==> src/rtl/cell_comm_pkg.sv <==
// Shared types and helpers for the Aurora cell-comm TX arbiter.
package cell_comm_pkg;

    typedef enum logic [1:0] {
        IDLE    = 2'd0,
        PASS    = 2'd1,
        DISCARD = 2'd2
    } state_e;

    localparam logic SRC_LOCAL = 1'b0;
    localparam logic SRC_FWD   = 1'b1;

    // Bits needed to hold a word index 0..n-1 (at least one bit).
    function automatic int unsigned clog2(input int unsigned n);
        int unsigned w = 1;
        while ((64'(1) << w) < 64'(n)) w++;
        return w;
    endfunction

endpackage

==> src/rtl/cell_comm_tx_arbiter_if.sv <==
// AXIS bundle for the two packet sources and the shared Aurora TX link.
interface cell_comm_tx_arbiter_if #(
    parameter int unsigned DATA_WIDTH = 32
);
    logic                  localTvalid;
    logic                  localTlast;
    logic [DATA_WIDTH-1:0] localTdata;
    logic                  localTready;

    logic                  fwdTvalid;
    logic                  fwdTlast;
    logic [DATA_WIDTH-1:0] fwdTdata;
    logic                  fwdTready;

    logic                  txTvalid;
    logic                  txTlast;
    logic [DATA_WIDTH-1:0] txTdata;
    logic                  txTready;

    modport master (
        input  localTvalid, localTlast, localTdata,
        output localTready,
        input  fwdTvalid, fwdTlast, fwdTdata,
        output fwdTready,
        output txTvalid, txTlast, txTdata,
        input  txTready
    );

    modport slave (
        output localTvalid, localTlast, localTdata,
        input  localTready,
        output fwdTvalid, fwdTlast, fwdTdata,
        input  fwdTready,
        input  txTvalid, txTlast, txTdata,
        output txTready
    );
endinterface

==> src/rtl/cell_comm_stat_counters.sv <==
// Four free-running wrap-around packet statistics counters for the CSR.
module cell_comm_stat_counters #(
    parameter int unsigned COUNTER_WIDTH = 32
) (
    input  logic                     clk,
    input  logic                     rst_n,
    input  logic                     inc_local,
    input  logic                     inc_fwd,
    input  logic                     inc_drop,
    input  logic                     inc_trunc,
    output logic [COUNTER_WIDTH-1:0] local_count,
    output logic [COUNTER_WIDTH-1:0] fwd_count,
    output logic [COUNTER_WIDTH-1:0] drop_count,
    output logic [COUNTER_WIDTH-1:0] trunc_count
);

    always_ff @(posedge clk or negedge rst_n) begin
        if (!rst_n) begin
            local_count <= '0;
            fwd_count   <= '0;
            drop_count  <= '0;
            trunc_count <= '0;
        end else begin
            if (inc_local) local_count <= local_count + COUNTER_WIDTH'(1);
            if (inc_fwd)   fwd_count   <= fwd_count   + COUNTER_WIDTH'(1);
            if (inc_drop)  drop_count  <= drop_count  + COUNTER_WIDTH'(1);
            if (inc_trunc) trunc_count <= trunc_count + COUNTER_WIDTH'(1);
        end
    end

endmodule

==> src/rtl/cell_comm_tx_arbiter.sv <==
// Per-packet round-robin arbiter sharing one Aurora TX AXIS link between the
// LOCAL and FWD sources, with channel-down dropping and runaway truncation.
module cell_comm_tx_arbiter
    import cell_comm_pkg::*;
#(
    parameter int unsigned DATA_WIDTH    = 32,
    parameter int unsigned MAX_PKT_WORDS = 64,
    parameter int unsigned COUNTER_WIDTH = 32
) (
    input  logic                     auroraUserClk,
    input  logic                     auroraUserResetN,
    input  logic                     channelUp,
    cell_comm_tx_arbiter_if.master   bus,
    output logic                     busy,
    output logic                     grantFwd,
    output logic [COUNTER_WIDTH-1:0] localPktCount,
    output logic [COUNTER_WIDTH-1:0] fwdPktCount,
    output logic [COUNTER_WIDTH-1:0] dropCount,
    output logic [COUNTER_WIDTH-1:0] truncCount
);

    localparam int unsigned    CNT_W    = clog2(MAX_PKT_WORDS);
    localparam logic [CNT_W-1:0] LAST_IDX = CNT_W'(MAX_PKT_WORDS - 1);

    state_e             state, state_nxt;
    logic               grant, grant_nxt;
    logic [CNT_W-1:0]   word_cnt, word_cnt_nxt;
    logic               inc_local, inc_fwd, inc_drop, inc_trunc;
    logic               sel_valid, sel_last, at_limit;
    logic [DATA_WIDTH-1:0] sel_data;

    // Datapath follows the registered grant, so PASS forwards with no added latency.
    assign sel_valid = (grant == SRC_FWD) ? bus.fwdTvalid : bus.localTvalid;
    assign sel_last  = (grant == SRC_FWD) ? bus.fwdTlast  : bus.localTlast;
    assign sel_data  = (grant == SRC_FWD) ? bus.fwdTdata  : bus.localTdata;
    assign at_limit  = (word_cnt == LAST_IDX);

    always_ff @(posedge auroraUserClk or negedge auroraUserResetN) begin
        if (!auroraUserResetN) begin
            state    <= IDLE;
            grant    <= SRC_FWD;
            word_cnt <= '0;
        end else begin
            state    <= state_nxt;
            grant    <= grant_nxt;
            word_cnt <= word_cnt_nxt;
        end
    end

    always_comb begin
        state_nxt       = state;
        grant_nxt       = grant;
        word_cnt_nxt    = word_cnt;
        inc_local       = 1'b0;
        inc_fwd         = 1'b0;
        inc_drop        = 1'b0;
        inc_trunc       = 1'b0;
        bus.txTvalid    = 1'b0;
        bus.txTlast     = 1'b0;
        bus.txTdata     = '0;
        bus.localTready = 1'b0;
        bus.fwdTready   = 1'b0;

        unique case (state)
            IDLE: begin
                if (bus.localTvalid || bus.fwdTvalid) begin
                    grant_nxt = (bus.localTvalid && bus.fwdTvalid) ? ~grant : bus.fwdTvalid;
                    if (channelUp) begin
                        state_nxt = PASS;
                    end else begin
                        state_nxt = DISCARD;
                        inc_drop  = 1'b1;
                    end
                end
            end

            PASS: begin
                // Channel loss gates the link at once; Aurora drops the partial frame.
                if (!channelUp) begin
                    inc_drop     = 1'b1;
                    word_cnt_nxt = '0;
                    state_nxt    = DISCARD;
                end else begin
                    bus.txTvalid = sel_valid;
                    bus.txTdata  = sel_data;
                    bus.txTlast  = sel_last || at_limit;
                    if (grant == SRC_FWD) bus.fwdTready   = bus.txTready;
                    else                  bus.localTready = bus.txTready;
                    if (sel_valid && bus.txTready) begin
                        if (sel_last) begin
                            inc_fwd      = (grant == SRC_FWD);
                            inc_local    = (grant == SRC_LOCAL);
                            word_cnt_nxt = '0;
                            state_nxt    = IDLE;
                        end else if (at_limit) begin
                            inc_trunc    = 1'b1;
                            word_cnt_nxt = '0;
                            state_nxt    = DISCARD;
                        end else begin
                            word_cnt_nxt = word_cnt + CNT_W'(1);
                        end
                    end
                end
            end

            DISCARD: begin
                if (grant == SRC_FWD) bus.fwdTready   = 1'b1;
                else                  bus.localTready = 1'b1;
                if (sel_valid && sel_last) state_nxt = IDLE;
            end

            default: state_nxt = IDLE;
        endcase
    end

    assign busy     = (state != IDLE);
    assign grantFwd = grant;

    cell_comm_stat_counters #(
        .COUNTER_WIDTH (COUNTER_WIDTH)
    ) u_stats (
        .clk         (auroraUserClk),
        .rst_n       (auroraUserResetN),
        .inc_local   (inc_local),
        .inc_fwd     (inc_fwd),
        .inc_drop    (inc_drop),
        .inc_trunc   (inc_trunc),
        .local_count (localPktCount),
        .fwd_count   (fwdPktCount),
        .drop_count  (dropCount),
        .trunc_count (truncCount)
    );

endmodule

==> src/flat_wrapper.sv <==
// flat-port wrapper written by rule: the top's interface ports become plain ports
module cell_comm_tx_arbiter_flat import cell_comm_pkg::*;
#(
    parameter int unsigned DATA_WIDTH    = 32,
    parameter int unsigned MAX_PKT_WORDS = 64,
    parameter int unsigned COUNTER_WIDTH = 32
)
  (auroraUserClk, auroraUserResetN, channelUp, busy, grantFwd, localPktCount, fwdPktCount, dropCount, truncCount, bus_localTvalid, bus_localTlast, bus_localTdata, bus_localTready, bus_fwdTvalid, bus_fwdTlast, bus_fwdTdata, bus_fwdTready, bus_txTvalid, bus_txTlast, bus_txTdata, bus_txTready);
  cell_comm_tx_arbiter_if #(.DATA_WIDTH(DATA_WIDTH)) bus_i ();
  input  logic auroraUserClk;
  input  logic auroraUserResetN;
  input  logic channelUp;
  output logic busy;
  output logic grantFwd;
  output logic [COUNTER_WIDTH-1:0] localPktCount;
  output logic [COUNTER_WIDTH-1:0] fwdPktCount;
  output logic [COUNTER_WIDTH-1:0] dropCount;
  output logic [COUNTER_WIDTH-1:0] truncCount;
  input wire logic [$bits(bus_i.localTvalid)-1:0] bus_localTvalid;
  input wire logic [$bits(bus_i.localTlast)-1:0] bus_localTlast;
  input wire logic [$bits(bus_i.localTdata)-1:0] bus_localTdata;
  output wire logic [$bits(bus_i.localTready)-1:0] bus_localTready;
  input wire logic [$bits(bus_i.fwdTvalid)-1:0] bus_fwdTvalid;
  input wire logic [$bits(bus_i.fwdTlast)-1:0] bus_fwdTlast;
  input wire logic [$bits(bus_i.fwdTdata)-1:0] bus_fwdTdata;
  output wire logic [$bits(bus_i.fwdTready)-1:0] bus_fwdTready;
  output wire logic [$bits(bus_i.txTvalid)-1:0] bus_txTvalid;
  output wire logic [$bits(bus_i.txTlast)-1:0] bus_txTlast;
  output wire logic [$bits(bus_i.txTdata)-1:0] bus_txTdata;
  input wire logic [$bits(bus_i.txTready)-1:0] bus_txTready;
  assign bus_i.localTvalid = bus_localTvalid;
  assign bus_i.localTlast = bus_localTlast;
  assign bus_i.localTdata = bus_localTdata;
  assign bus_localTready = bus_i.localTready;
  assign bus_i.fwdTvalid = bus_fwdTvalid;
  assign bus_i.fwdTlast = bus_fwdTlast;
  assign bus_i.fwdTdata = bus_fwdTdata;
  assign bus_fwdTready = bus_i.fwdTready;
  assign bus_txTvalid = bus_i.txTvalid;
  assign bus_txTlast = bus_i.txTlast;
  assign bus_txTdata = bus_i.txTdata;
  assign bus_i.txTready = bus_txTready;
  cell_comm_tx_arbiter #(.DATA_WIDTH(DATA_WIDTH), .MAX_PKT_WORDS(MAX_PKT_WORDS), .COUNTER_WIDTH(COUNTER_WIDTH)) u_core (.auroraUserClk(auroraUserClk), .auroraUserResetN(auroraUserResetN), .channelUp(channelUp), .bus(bus_i), .busy(busy), .grantFwd(grantFwd), .localPktCount(localPktCount), .fwdPktCount(fwdPktCount), .dropCount(dropCount), .truncCount(truncCount));
endmodule
==> config.mk <==
export PLATFORM = sky130hd
export DESIGN_NAME = cell_comm_tx_arbiter_flat
export DESIGN_NICKNAME = d
export VERILOG_FILES = /design/src/rtl/cell_comm_pkg.sv /design/src/rtl/cell_comm_tx_arbiter_if.sv /design/src/rtl/cell_comm_stat_counters.sv /design/src/rtl/cell_comm_tx_arbiter.sv /design/src/flat_wrapper.sv
export SDC_FILE = /design/constraint.sdc
export NUM_CORES = 1
export LEC_CHECK = 0
export CAP_MARGIN = 25
export CELL_PAD_IN_SITES_DETAIL_PLACEMENT = 2
export CELL_PAD_IN_SITES_GLOBAL_PLACEMENT = 2
export CORE_MARGIN = 2
export CORE_UTILIZATION = 29
export CTS_BUF_LIST = sky130_fd_sc_hd__clkbuf_4
export DETAILED_ROUTE_END_ITERATION = 10
export PLACE_DENSITY_LB_ADDON = 0.1
export SYNTH_ARGS = -nofsm -noshare
export SYNTH_HDL_FRONTEND = slang
export SYNTH_HIERARCHICAL = 1
export SYNTH_SLANG_ARGS = --single-unit
==> constraint.sdc <==
create_clock -name auroraUserClk -period 2.9 [get_ports auroraUserClk]
set_input_delay 0.87 -clock auroraUserClk [delete_from_list [all_inputs] [get_ports auroraUserClk]]
set_output_delay 0.87 -clock auroraUserClk [all_outputs]
set_load 0.1 [all_outputs]
# Yosys cells after proc, flatten, opt, wreduce, memory -nomap -nowiden
# Index checks and enable logic that the tools add are counted.
[totals]
out_inout_bits = 166
wordCells = 77
reg_bits = 137
[classes]
addsub = 5
bitwise_logic = 1
muxes = 46
n_eq_ne = 8
n_reduce_logical = 10
[ops]
columns = ["operator", "count"]
rows = [
  ["adder 32 x 1 -> 32 bit, second input constant", 4],
  ["two-way mux 32 bit", 3],
  ["two-way mux 1 bit", 28],
  ["two-way mux 6 bit", 4],
  ["two-way mux 2 bit", 7],
  ["adder 6 x 1 -> 6 bit, second input constant", 1],
  ["== test 6 bit, second input constant", 1],
  ["!= test 2 x 1 -> 1 bit, second input constant", 3],
  ["one-hot mux 1 bit (2 select lines)", 3],
  ["one-hot mux 2 bit (3 select lines)", 1],
  ["!= test 4 x 2 -> 1 bit, second input constant", 1],
  ["AND reduction 2 bit", 2],
  ["AND reduction 4 bit", 1],
  ["logical AND 1 bit", 3],
  ["!= test 3 x 2 -> 1 bit, second input constant", 1],
  ["== test 2 x 1 -> 1 bit, second input constant", 1],
  ["== test 2 bit, second input constant", 1],
  ["zero test 2 bit", 1],
  ["logical OR 1 bit", 2],
  ["nonzero test 2 bit", 1],
  ["NOT 1 bit", 1],
]

# Depth between registers and ports, before layout
[depth]
ltp_word = 6
ltp_mapped = 10
mapped_depth_nobuf = 8

# By module
# Netlist, hierarchy kept.
[by_module_without_submodules]
columns = ["module", "area_per_inst_um2", "seq_area_each_um2", "n_inst", "cells_each"]
rows = [
  ["cell_comm_stat_counters", 5681.7, 3203.1, 1, 497],
  ["cell_comm_tx_arbiter", 1265.0, 226.5, 1, 164],
]

# Least setup slack after synthesis
# Ideal clock, no wire load.
[synth_timing]
path_type = "register -> output"
startpoint = "register u_core.grant, in the netlist u_core/grantFwd"
endpoint = "output port bus_txTdata[0]"
path_stages_with_launch = 6
required_ps = 2030
arrival_time_ps = 2853
slack_ps = -823
cell_sequence = "dfstp_2 -> buf_6 -> buf_4 -> buf_2 -> mux2i_1 -> nor2_1"
[synth_between]
elab_chain_cells = 3
[synth_lines]
columns = ["item", "line", "text"]
rows = [
  ["start, declared", "cell_comm_tx_arbiter.sv:26", "logic grant, grant_nxt;"],
  ["start signal, assigned", "cell_comm_tx_arbiter.sv:45", "grant <= grant_nxt;"],
  ["two-way mux 32 bit", "cell_comm_tx_arbiter.sv:35", "assign sel_data = (grant == SRC_FWD) ? bus.fwdTdata : bus.localTdata;"],
  ["two-way mux 32 bit", "cell_comm_tx_arbiter.sv:79", "if (!channelUp) begin"],
  ["two-way mux 32 bit", "cell_comm_tx_arbiter.sv:64", "unique case (state)"],
  ["end, declared", "flat_wrapper.sv:29", "output wire logic [$bits(bus_i.txTdata)-1:0] bus_txTdata;"],
]
# No other way between the ends.

# Worst setup path after layout
[layout_timing]
startpoint = "register u_core.grant, in the netlist u_core/grantFwd"
endpoint = "output port bus_txTdata[14]"
# Same word-level chain as after synthesis.

==> results.py <==
metrics = {
    "setup_path": {
        "path_class": "reg2out",
        "end_kind": "primary output",
        "crit_path_max_incr_delay_ns": 0.67,
        "cp_max_fo": 5,
        "path_buf_inv": 3,
        "path_cells": "buf_6, clkbuf_16, mux2i_4, nor2_4, buf_12",
        "path_delay_family": "flip-flops",
        "slowest_stage": "dfstp_4",
        "cp-start-kind": "flop",
        "critPathRequiredTime_ns": 2.03,
        "cp.arrival_ns": 2.04,
    },
    "placement": {
        "place_congestion": 0.8234,
        "dp_hpwl_um": 18500,
        "portBuffers": 237,
    },
    "final_layout": {
        "area_delta_synth_final_pct": 62.81,
        "seqCellArea_mm2": 0.003433,
        "fill_cells": 2371,
        "drive_gt1_share_pct": 36.17,
        "layout_common_cells": "175 x buf_4, 136 x dfrtp_1, 87 x xnor2_1",
        "layout.nets": 1043,
        "final_common_cell": "buf_4",
        "multiInputGateArea_mm2": 0.003989,
    },
    "power": {
        "p_per_area_mw_per_mm2": 637.3,
        "report.power.total_mw": 7.208,
        "p_leak_nw": 5.033,
        "ir_drop_mv": 0.4979,
    },
    "clock_network": {
        "cts_tree": "built",
        "clock_path_buffers": 2,
        "cts_htree_levels": 4,
        "cts_buffers": 17,
        "cts-root-buf": "clkbuf_4",
        "ctsHoldBuffers": 0,
        "cts.sink_count": 137,
        "clk_pin_slew_worst_paths_ns": 0.16,
        "clock_latency_ns": 0.55,
    },
    "die": {
        "die_w_um": 158.8,
        "die_h_um": 158.8,
        "design.die.area_mm2": 0.02521,
        "core_mm2": 0.02347,
        "rows": 56,
        "io_pins": 238,
        "initial_core_util_pct": 29.59,
    },
    "job": {
        "cap_viol_max_count": 0,
    },
    "detailed_routing": {
        "dr.pass1.iters": 5,
        "avgRoutedWirePerCell_um": 20.75,
        "drt-initial-drc-count": 246,
        "postRouteAntennaNets": 0,
        "route.detailed.drc": 0,
        "routed_via_density": 4.972,
        "totalWireLength_um": 26930,
        "vias": 6454,
    },
    "sta": {
        "finalCriticalPeriod_ns": 2.909,
        "finalHoldViolCount": 0,
        "max_freq_ghz": 0.3437,
        "final.setup.worst_slack_ns": -0.009265,
        "maxSlewViolCount": 0,
        "min_period_over_period_pct": 100.3,
        "worst_slew_pin_slew_ns": 0.8660,
        "relSlewSlack_pct": 41.78,
        "setup_viol": 2,
        "skew_ns": 0.03355,
        "timing.hold.ws_ns": 0.2182,
        "rsz0062_at_grt": "yes",
    },
    "global_routing": {
        "grt.total_usage_pct": 19.74,
        "grt_pass1_wl_um": 40200,
        "grt_max_degree": 58,
        "grt_pass1_vias": 7175,
        "antenna_found_initial": 1,
        "grt_overflow": 0,
    },
    "logic_synthesis": {
        "synthArstFlopShare_pct": 100.0,
        "netlist_instances": 661,
        "yosysSeqAreaShare_pct": 49.37,
        "synth_mux_area_share_pct": 6.124,
        "synth_edf_count": 0,
        "syn_area_mm2": 0.006947,
        "yosysWarnings": 6,
        "synth_flop_cell": "dfrtp_1",
        "avgSynthCellArea_um2": 10.51,
        "synthAdderAreaFrac_pct": 1.441,
        "synth_top_family_by_area": "simple AND/OR/NAND/NOR gates",
        "ys_types": 43,
        "synth_nets": 741,
        "synth-simple-area-share_pct": 22.17,
        "synth_area_leader_cell": "dfrtp_1",
        "synth-xor-area-share_pct": 15.63,
        "synthTopCellsByArea": "dfrtp_1 49%, xnor2_1 11%, mux2i_1 5.0%, xor2_1 4.7%, nand4_1 4.5%",
        "ys_seq_elements": 137,
        "synth_compound_gate_area_share_pct": 2.864,
        "synth_top_area_share_pct": 48.99,
    },
    "outcome": {
        "status": "finished, violations left",
        "failed_checks": "negative setup slack",
    },
    "min_path": {
        "hold_class": "in2async",
    },
}
layout make-up:
cell class	count	share of cell area (%)
Multi-Input combinational cell	485	35.27
Sequential cell	137	30.36
Timing Repair Buffer	299	27.39
Tap cell	319	3.529
Clock inverter	14	1.427
Clock buffer	18	1.195
Inverter	23	0.7634
Antenna cell	3	0.06638
registers in the layout, summed over array words and instances (netlist names):
register,cells
u_core/state,2
u_core/u_stats/fwd_count,32
u_core/grantFwd,1
u_core/u_stats/drop_count,32
u_core/u_stats/local_count,32
u_core/word_cnt,6
u_core/u_stats/trunc_count,32
what timing repair did:
action                                  CTS  global route
gates resized for setup                  36            65
setup buffers                             2             7
endpoints found under the setup margin   36            36
gates cloned                              1             7
pin swaps                                 1             1
synth_stat cells (3+ instances only):
cell type / instances
clkbuf_1: 9
and2_1: 3
and3_1: 19
o211ai_1: 5
and4_1: 13
nor4_1: 14
xnor2_1: 87
nor3_1: 14
mux2_2: 4
o21ai_0: 4
dfrtp_1: 136
mux2i_1: 35
buf_2: 4
nand2_1: 49
nor4_2: 6
nand3_1: 41
inv_1: 23
ha_1: 8
or4_1: 3
a32o_1: 4
nand4_1: 50
a21oi_1: 6
nor2_1: 62
xor2_1: 37
logic make-up (layout without fill, tap and decap cells):
group	Yosys count	in the layout
other	0	3
DFF	137	137
AOI/OAI and AO/OA	26	26
adders and majority gates	8	8
buffers and inverters	39	354
muxes	41	41
and+or+nand+nor	286	286
xor gates and xnor gates	124	124
power by group:
group          total, mW  switching, mW  internal [mW]
clock               1.38          0.834          0.542
sequential          2.16          0.139           2.02
combinational       3.67           2.17           1.50
per-stage QoR:
stage | worst slack (ns) | instance area (µm²) | setup TNS [ns] | cells | util (%)
2_1_floorplan | -0.3276 | 7108 | -6.587 | 661 | -
3_3_place_gp | -0.2212 | 10230 | -9.898 | 1246 | 43.57
3_5_place_dp | -0.3340 | 10230 | -18.27 | 1246 | 43.57
4_1_cts | -0.04972 | 10710 | -0.5434 | 1281 | 45.61
5_1_grt | -0.1066 | 11310 | -2.330 | 1298 | 48.18
6_report | -0.009265 | 11310 | -0.01435 | 1298 | 48.18
layer usage:
metal	GRT usage, %	wire (µm)
met3	5.381	1256
met5	0	0
met4	5.088	385
met1	23.39	10660
met2	35.23	14640
path summary, 6_finish.rpt:
path / startpoint / depth (start not counted) / slack (ns) / to
worst max-delay path: u_core/grantFwd / 5 / -0.009 / bus_txTdata[14]
worst min-delay path: auroraUserResetN / 1 / 0.22 / u_core/u_stats/local_count[18]
worst max register to register: u_core/grantFwd / 10 / 0.21 / u_core/u_stats/fwd_count[27]
worst min register to register: u_core/u_stats/fwd_count[31] / 1 / 0.48 / u_core/u_stats/fwd_count[31]
max in group asynchronous: auroraUserResetN / 2 / 1.97 / u_core/u_stats/fwd_count[13]
min in group auroraUserClk: u_core/u_stats/fwd_count[31] / 1 / 0.48 / u_core/u_stats/fwd_count[31]
No activity file was read; power rests on OpenSTA's default activity.
